**src/rtl/tdm_demux_rx.sv**
```systemverilog
// Receive side of the 4-channel nibble link: frame-locks on in_sof, demultiplexes
// the four TDM slots onto registered W/X/Y/Z outputs and counts framing errors.
module tdm_demux_rx #(
    parameter int unsigned DATA_W  = 4,
    parameter int unsigned TIMEOUT = 15
) (
    input  logic              clk,
    input  logic              rst_n,
    input  logic              enable,
    input  logic              in_valid,
    input  logic              in_sof,
    input  logic [DATA_W-1:0] in_data,
    output logic [DATA_W-1:0] W,
    output logic [DATA_W-1:0] X,
    output logic [DATA_W-1:0] Y,
    output logic [DATA_W-1:0] Z,
    output logic [3:0]        upd,
    output logic              frame_done,
    output logic              locked,
    output logic              frame_err,
    output logic [7:0]        err_count
);

    typedef enum logic {HUNT, RECV} state_t;

    localparam logic [7:0] IDLE_LAST = 8'(TIMEOUT - 1);

    state_t            state, state_n;
    logic [1:0]        slot, slot_n;
    logic [7:0]        idle, idle_n;
    logic [DATA_W-1:0] w_n, x_n, y_n, z_n;
    logic [3:0]        upd_n;
    logic              fd_n;
    logic              err;
    logic [7:0]        err_count_n;

    always_comb begin
        state_n = state;
        slot_n  = slot;
        idle_n  = idle;
        w_n     = W;
        x_n     = X;
        y_n     = Y;
        z_n     = Z;
        upd_n   = '0;
        fd_n    = 1'b0;
        err     = 1'b0;

        if (!enable) begin
            state_n = HUNT;
            slot_n  = '0;
            idle_n  = '0;
        end else begin
            unique case (state)
                HUNT: begin
                    if (in_valid && in_sof) begin
                        w_n     = in_data;
                        upd_n   = 4'b0001;
                        slot_n  = 2'd1;
                        idle_n  = '0;
                        state_n = RECV;
                    end
                end
                RECV: begin
                    if (in_valid) begin
                        idle_n = '0;
                        if (in_sof) begin
                            // A marker off slot 0 resyncs: this beat becomes slot 0.
                            err    = (slot != 2'd0);
                            w_n    = in_data;
                            upd_n  = 4'b0001;
                            slot_n = 2'd1;
                        end else if (slot == 2'd0) begin
                            err     = 1'b1;
                            state_n = HUNT;
                        end else begin
                            unique case (slot)
                                2'd1:    x_n = in_data;
                                2'd2:    y_n = in_data;
                                default: z_n = in_data;
                            endcase
                            upd_n[slot] = 1'b1;
                            fd_n        = (slot == 2'd3);
                            slot_n      = slot + 2'd1;
                        end
                    end else if (slot != 2'd0) begin
                        if (idle == IDLE_LAST) begin
                            err     = 1'b1;
                            state_n = HUNT;
                            slot_n  = '0;
                            idle_n  = '0;
                        end else begin
                            idle_n = idle + 8'd1;
                        end
                    end
                end
                default: state_n = HUNT;
            endcase
        end

        err_count_n = err_count;
        if (err && err_count != 8'hFF)
            err_count_n = err_count + 8'd1;
    end

    always_ff @(posedge clk or negedge rst_n) begin
        if (!rst_n) begin
            state      <= HUNT;
            slot       <= '0;
            idle       <= '0;
            W          <= '0;
            X          <= '0;
            Y          <= '0;
            Z          <= '0;
            upd        <= '0;
            frame_done <= 1'b0;
            frame_err  <= 1'b0;
            err_count  <= '0;
        end else begin
            state      <= state_n;
            slot       <= slot_n;
            idle       <= idle_n;
            W          <= w_n;
            X          <= x_n;
            Y          <= y_n;
            Z          <= z_n;
            upd        <= upd_n;
            frame_done <= fd_n;
            frame_err  <= err;
            err_count  <= err_count_n;
        end
    end

    assign locked = (state == RECV);

endmodule
```
**config.mk**
```make
export PLATFORM = sky130hd
export DESIGN_NAME = tdm_demux_rx
export DESIGN_NICKNAME = d
export VERILOG_FILES = /design/src/rtl/tdm_demux_rx.sv
export SDC_FILE = /design/constraint.sdc
export NUM_CORES = 1
export LEC_CHECK = 0
export ABC_AREA = 1
export CORE_MARGIN = 4
export CORE_UTILIZATION = 51
export DETAILED_ROUTE_END_ITERATION = 10
export PLACE_DENSITY = 0.79
export SYNTH_ARGS = -nofsm -noshare
export SYNTH_HDL_FRONTEND = slang
export SYNTH_SLANG_ARGS = --single-unit
```
**constraint.sdc**
```tcl
create_clock -name clk -period 1.9 [get_ports clk]
set_clock_uncertainty 0.1 [all_clocks]
set_input_delay 0.475 -clock clk [delete_from_list [all_inputs] [get_ports clk]]
set_output_delay 0.475 -clock clk [all_outputs]
set_load 0.005 [all_outputs]
```
; ---- Yosys cells after proc, flatten, opt, wreduce, memory -nomap -nowiden
; Index checks and enable logic that the tools add are counted.
[word_totals]
reg_bits = 41
latch_bits = 0
ram_bits = 0
romBits = 0
inputBits = 9
out_inout_bits = 31
wordCells = 90
memories = 0
[classes]
addsub = 3
multipliers = 0
div_mod_pow = 0
magnitude_cmp = 2
n_eq_ne = 12
shifts = 0
muxes = 46
bitwise = 4
reduce_logical = 12
[ops]
columns = cell, n
row1 = two-way mux 8 bit, 5
row2 = two-way mux 4 bit, 7
row3 = two-way mux 1 bit, 21
row4 = AND reduction 6 bit, 3
row5 = "adder 8 x 1 -> 8 bit, second input constant", 2
row6 = one-hot mux 4 bit (2 select lines), 2
row7 = one-hot mux 8 bit (2 select lines), 1
row8 = two-way mux 2 bit, 7
row9 = "== test 8 x 4 -> 1 bit, second input constant", 1
row10 = "!= test 4 x 3 -> 1 bit, second input constant", 2
row11 = "!= test 8 bit, second input constant", 1
row12 = AND reduction 4 bit, 2
row13 = "!= test 2 bit, second input constant", 3
row14 = "!= test 5 bit, second input constant", 1
row15 = "== test 2 bit, second input constant", 2
row16 = NOT 1 bit, 4
row17 = one-hot mux 2 bit (2 select lines), 1
row18 = logical AND 1 bit, 3
row19 = "less-than comparator 2 x 3 -> 1 bit, second input constant", 1
row20 = "!= test 3 bit, second input constant", 1
row21 = "adder 2 x 1 -> 2 bit, second input constant", 1
row22 = demux 1 bit (select 2 bit), 1
row23 = "== test 2 x 1 -> 1 bit, second input constant", 1
row24 = "greater-or-equal comparator 2 x 1 -> 1 bit, second input constant", 1
row25 = other kinds (5), 5

; ---- Longest topological paths before layout
; Gate-level depths: netlist of run 1.
[depth]
ltp_word = 9
depth_mapped = 10
depth_no_buf = 10

; ---- Worst setup path before layout of run 1
; No wires, ideal clock.
[synth_timing]
path_type = register -> register
startpoint = register slot[0]
endpoint = register err_count[7]
setup_ns = 0.117
t_arrival_ns = 1.424
required_ns = 1.683
path_slack_ns = 0.260
path_stages_with_launch = 11
path_buffers = 1
synth_period_minus_slack_ns = 1.640
cell_sequence = dfrtp_1 -> inv_1 -> ha_1 -> inv_1 -> ha_1 -> nand2_2 -> nand2_2 -> buf_6 -> nand2_2 -> nand2_1 -> nand2_1
[synth_via]
elab_chain_cells = 7
word_cells_on_any_way = 9
cone_classes = mux (6) / reduce/logical (3)
[synth_rtl]
columns = element, line_no
row1 = from (decl), 29  ; logic [1:0] slot, slot_n;
row2 = from (signal assigned), 121  ; slot <= slot_n;
row3 = zero test 2 bit, 73  ; end else if (slot == 2'd0) begin
row4 = two-way mux 1 bit, 73
row5 = two-way mux 1 bit, 67  ; if (in_sof) begin
row6 = two-way mux 1 bit *, 65  ; if (in_valid) begin
row7 = two-way mux 1 bit *, 54  ; unique case (state)
row8 = two-way mux 1 bit *, 49  ; if (!enable) begin
row9 = via err, 34  ; logic err;
row10 = logical AND 1 bit *, 102  ; if (err && err_count != 8'hFF)
row11 = to (signal assigned), 130  ; err_count <= err_count_n;
row12 = to (decl), 21  ; output logic [7:0] err_count
; Mark *: on every way through the listed nets, which the timed path passes. The rest lies on a longest branch.
; A chain may end at the register's enable or synchronous reset.

; ---- Worst setup path in the final report of run 1
[layout_timing]
startpoint = register err_count[3]
endpoint = output err_count[3]
; No word-level cell between the ends.

==> results of run 1 <==
layout by cell type, fill, tap and decap left out, types with 5 or more instances in the layout:
cell             count
nand2_2              7
dfrtp_1             37
a21oi_1              6
ha_1                10
o21ai_0             21
buf_4               10
inv_1               34
clkdlybuf4s50_1     38
nand3_1             17
nand2_1             55
nor2_1              24
clkbuf_8             5
routing by layer:
layer	vias up	global-route usage (%)
met1	794	27.1
met4	0	4.38
met3	3	4.35
met2	39	27.8
li1	869	-
met5	-	0
power by group through the flow:
stage          Combinational (mW)  Sequential (mW)  Clock, mW
5_1_grt                     0.367            0.961      0.609
3_5_place_dp                0.329            0.967          0
3_3_place_gp                0.321            0.966          0
4_1_cts                     0.331            0.951      0.567
2_1_floorplan               0.137            0.968          0
6_report                    0.326            0.952      0.553
cells by family (layout without fill, tap and decap cells):
family / after synthesis / after routing / synth area share [%]
AND/OR/NAND/NOR: 122 / 122 / 28.9
buffers and inverters: 38 / 94 / 7.51
flip-flops: 40 / 40 / 48.8
XOR/XNOR: 3 / 3 / 1.28
AO/OA/AOI/OAI: 29 / 29 / 7.39
adder cells (fa/ha/maj): 10 / 10 / 6.11
timing repair:
item | 4_1_cts | 5_1_grt
gates resized for setup | 0 | 3
hold buffers | 0 | 0
endpoints found under the setup margin | 0 | 3
endpoints found under the hold margin | 0 | 0
worst max path at each step:
stage	from	to	slack [ns]	depth (start not counted)
floorplan	slot[0]	err_count[7]	0.26	10
detailed placement	in_valid	idle[6]	-0.16	8
global placement	in_valid	idle[2]	-0.09	8
global route	err_count[3]	err_count[3]	0.01	1
CTS	err_count[5]	err_count[5]	0.02	1
finish	err_count[3]	err_count[3]	0.07	1
sequential cells by signal, summed over array words and instances (netlist names):
name	flops
err_count	8
idle	8
W	4
X	4
Y	4
Z	4
upd	3
slot	2
frame_done	1
frame_err	1
locked	1
area by class of cell:
type / count / share of cell area [%]
Clock buffer: 5 / 2.58
Multi-Input combinational cell: 164 / 33.6
Sequential cell: 40 / 37.7
Timing Repair Buffer: 50 / 18.0
Inverter: 36 / 5.08
Clock inverter: 3 / 0.705
Tap cell: 48 / 2.26
metrics by stage:
| stage | setup slack [ns] | std cells |
|---|---|---|
| finish | 0.0674 | 346 |
| global placement | -0.0920 | 338 |
| CTS | 0.0170 | 346 |
| global route | 0.0129 | 346 |
| floorplan | 0.260 | 242 |
| detailed placement | -0.162 | 338 |
==> flow_metrics.tcl, run 1 <==
set metrics [dict create \
    worst_ir_drop_vdd_mv 0.496 \
    antenna_found_initial 0 \
    crit_arrival_ns 1.26 \
    avgSynthCellArea_um2 8.47 \
    synth-edff-count 0 \
    clock_latency_ns 0.29 \
    max_freq_ghz 0.546 \
    dieArea_um2 5100 \
    combPwrFrac_pct 17.8 \
    wl_met2_um 1950 \
    dpl-instance-area_um2 2570 \
    yosysTopAreaCell "dfrtp_1" \
    ff2ff_setup_slack_ns 0.16 \
    fin_util_pct 70.6 \
    seqPwrFrac_pct 52.0 \
    total_power_mw 1.83 \
    p_int_mw 1.33 \
    path_cells "clkdlybuf4s50_1" \
    via_count 1705 \
    async_flop_share_pct 100 \
    clock-sinks 40 \
    p_leak_nw 1.32 \
    io_buffers 39 \
    htree_levels 2 \
    ys_top_cells_by_count "nand2_1, dfrtp_1, inv_1" \
    place.gp.congestion 0.861 \
    synth_seq_cells 40 \
    worst_path_largest_cell_delay_ns 0.53 \
    fin_crit_sh_pct 96.5 \
    clk_pin_slew_ns 0.08 \
    critPathTopFamily "buffers and inverters" \
    ys_warn_count 0 \
    dpl.hpwl_um 3350 \
    die_w_um 71.4 \
    fin_setup_tns_ns 0 \
    clock-root-buffer "clkbuf_8" \
    tightestPinTransition_ns 0.417 \
    clkPwrFrac_pct 30.2 \
    die_h_um 71.4 \
    drc 0 \
    drt_wl_total_um 4290 \
    maxCapViolCount 0 \
    crit_fanout 5 \
    end_kind "output port" \
    outcome "completed" \
    final.fill_count 307 \
    r2r_end "err_count[6]" \
    antenna_cells 0 \
    crit_slowest_cell "clkdlybuf4s50_1" \
    power-per-cell-area_nw_per_um2 688 \
    areaGrowthSynthToFinish_pct 29.9 \
    first_pass_iters 4 \
    routedWlPerCell_um 12.4 \
    final_cell_area_um2 2660 \
    first_iter_violations 128 \
    fp-row-count 22 \
    synth_top_cell_area_share_pct 48.8 \
    whs_ns 0.00562 \
    multiInputGateArea_um2 895 \
    ys_seq_area_share_pct 48.8 \
    track_usage_pct 18.5 \
    synth_area_leaders "dfrtp_1, nand2_1, inv_1" \
    fin_nets 316 \
    start_util_pct 54.3 \
    yosysMostFrequentCell "nand2_1" \
    critPathBufInv 1 \
    clockBufferDepth 2 \
    swShare_pct 27.5 \
    cts_made_buffers 5 \
    grt_max_degree 25 \
    syn-num-nets 261 \
    ios 40 \
    rsz0062_at_grt "no" \
    min_path_type "in2async" \
    synth_flop_cell "dfrtp_1" \
    worstRegToRegCells 10 \
    routed.top_layer "met4" \
    netlist-cell-type-count 22 \
    regArea_um2 1000 \
    syn_area_um2 2050 \
    cp.required_ns 1.32 \
    slew_headroom_pct 72.2 \
    grt-ovfl-total 0 \
    dr_wl_met3_um 231 \
    p_switching_mw 0.504 \
    drive_above_1_share_pct 14.8 \
    setup_viol 0 \
    grt_pass1_vias 1580 \
    reg2reg_from "slot[0]" \
    grt_pass1_wl_um 7490 \
    cts_tree "yes" \
    via_per_inst 4.93 \
    start_kind "flip-flop" \
    synthCells 242 \
    finalMaxSlewViolations 0 \
    coreArea_um2 3770 \
    hold_viol 0 \
    criticalPathCategory "reg2out" \
    ant_nets 0 \
    period_needed_ns 1.83 \
    drt-met1-wl_um 2080 \
    cts_setup_buffers 0 \
]
(Power assumes the default switching activity.)
==> run 2, diff against run 1 <==
--- a/config.mk
+++ b/config.mk
@@ -6,10 +6,13 @@
 export NUM_CORES = 1
 export LEC_CHECK = 0
 export ABC_AREA = 1
+export CELL_PAD_IN_SITES_DETAIL_PLACEMENT = 1
+export CELL_PAD_IN_SITES_GLOBAL_PLACEMENT = 2
 export CORE_MARGIN = 4
-export CORE_UTILIZATION = 51
+export CORE_UTILIZATION = 30
 export DETAILED_ROUTE_END_ITERATION = 10
-export PLACE_DENSITY = 0.79
+export HOLD_SLACK_MARGIN = 0.02
+export PLACE_DENSITY_LB_ADDON = 0.1
 export SYNTH_ARGS = -nofsm -noshare
 export SYNTH_HDL_FRONTEND = slang
 export SYNTH_SLANG_ARGS = --single-unit
==> flow_metrics.tcl, run 2 (same netlist as run 1, synthesis figures left out) <==
set metrics [dict create \
    max_freq_ghz 0.544 \
    rsz0062_at_grt "no" \
    multiInputGateArea_um2 900 \
    criticalPathCategory "reg2out" \
    clock_latency_ns 0.30 \
    critPathBufInv 1 \
    dp.cells 373 \
    drc 0 \
    final_cell_area_um2 2760 \
    io_buffers 39 \
    grt_pass1_wl_um 8980 \
    tightestPinTransition_ns 0.315 \
    start_kind "flip-flop" \
    crit_slowest_cell "clkdlybuf4s50_1" \
    critPathTopFamily "buffers and inverters" \
    maxCapViolCount 0 \
    cts_made_buffers 5 \
    grt-ovfl-total 0 \
    clock-sinks 40 \
    clock-root-buffer "clkbuf_8" \
    largestRegisters "err_count x8, idle x8" \
    p_leak_nw 1.35 \
    cp.required_ns 1.32 \
    path_cells "clkdlybuf4s50_1" \
    setup_viol 0 \
    fin_nets 323 \
    first_pass_iters 4 \
    via_per_inst 4.51 \
    place.gp.congestion 0.726 \
    die_h_um 90.7 \
    crit_fanout 5 \
    grt_pass1_vias 1853 \
    clk_pin_slew_ns 0.09 \
    dieArea_um2 8220 \
    finalMaxSlewViolations 0 \
    start_util_pct 31.6 \
    fin_setup_tns_ns 0 \
    drive_above_1_share_pct 17.0 \
    dpl.hpwl_um 3950 \
    grt_max_degree 20 \
    die_w_um 90.7 \
    htree_levels 2 \
    worst_ir_drop_vdd_mv 0.238 \
    antenna_cells 0 \
    regArea_um2 1000 \
    antenna_found_initial 0 \
    cts_setup_buffers 0 \
    power-per-cell-area_nw_per_um2 679 \
    dpl-instance-area_um2 2650 \
    hold_viol 0 \
    first_iter_violations 28 \
    final.fill_count 786 \
    ant_nets 0 \
    track_usage_pct 13.5 \
    fin_crit_sh_pct 96.7 \
    cts_tree "yes" \
    drt_wl_total_um 5020 \
    crit_arrival_ns 1.26 \
    period_needed_ns 1.84 \
    coreArea_um2 6490 \
    areaGrowthSynthToFinish_pct 34.6 \
    routedWlPerCell_um 13.1 \
    slew_headroom_pct 79.0 \
    mostFrequentLayoutCell "nand2_1" \
    final_cell_mix "nand2_1, clkdlybuf4s50_1, dfrtp_1, inv_1, nor2_1" \
    clockBufferDepth 2 \
    fp-row-count 29 \
    ios 40 \
    stdcell_count 382 \
    worst_path_largest_cell_delay_ns 0.53 \
    via_count 1723 \
    min_path_type "reg2reg" \
    end_kind "output port" \
    outcome "completed" \
]
run 2: cell count changes in the layout (fill, tap and decap cells not counted):
cell and change:
buf_4 +6, dlygate4sd3_1 +1, ha_1 -1, ha_2 +1
nand2_1 -1, nand2_2 +1
run 2: worst paths after layout:
check                              from  slack (ns)            to  cells after the start
hold reg to reg                    X[0]        0.39          X[0]                      2
setup reg to reg                slot[0]        0.19  err_count[4]                     10
hold / removal                     X[0]        0.39          X[0]                      2
min in group asynchronous         rst_n        0.50    frame_done                      2
setup / recovery           err_count[0]        0.06  err_count[0]                      1
max in group asynchronous         rst_n        0.62  err_count[3]                      3
run 2: where the power goes:
part	internal [mW]	switching (mW)	total, mW
Clock	0.256	0.322	0.578
Sequential	0.904	0.0488	0.953
Combinational	0.179	0.162	0.341
Total	1.34	0.533	1.87
run 2: timing repair:
action                                 CTS  global route
endpoints found under the hold margin   12             0
gates resized for setup                  0             5
setup endpoints to repair                0             5
hold buffers                             1             0
run 2: final cells by class:
type	count	area share [%]
Clock inverter	3	0.680
Tap cell	77	3.49
Timing Repair Buffer	57	19.4
Sequential cell	40	36.4
Multi-Input combinational cell	164	32.6
Clock buffer	5	2.49
Inverter	36	4.90
run 2: per-stage QoR:
| step | hold WS (ns) | setup slack [ns] | util (%) | power (mW) |
|---|---|---|---|---|
| 2_1_floorplan | 0.0794 | 0.260 | - | 1.10 |
| 3_3_place_gp | 0.284 | -0.133 | 40.8 | 1.31 |
| 3_5_place_dp | 0.289 | -0.158 | 40.8 | 1.32 |
| 4_1_cts | 0.395 | 0.0113 | 42.3 | 1.91 |
| 5_1_grt | 0.427 | 0.00945 | 42.5 | 2.00 |
| 6_report | 0.389 | 0.0623 | 42.5 | 1.87 |
run 2: per-layer routing:
layer / track usage (%) / vias to the layer above / share of wire, %
met3: 3.50 / 7 / 4.1
met5: 0 / - / 0
met1: 17.1 / 804 / 48
met2: 22.5 / 24 / 47
li1: - / 888 / -
met4: 4.21 / 0 / 1.4
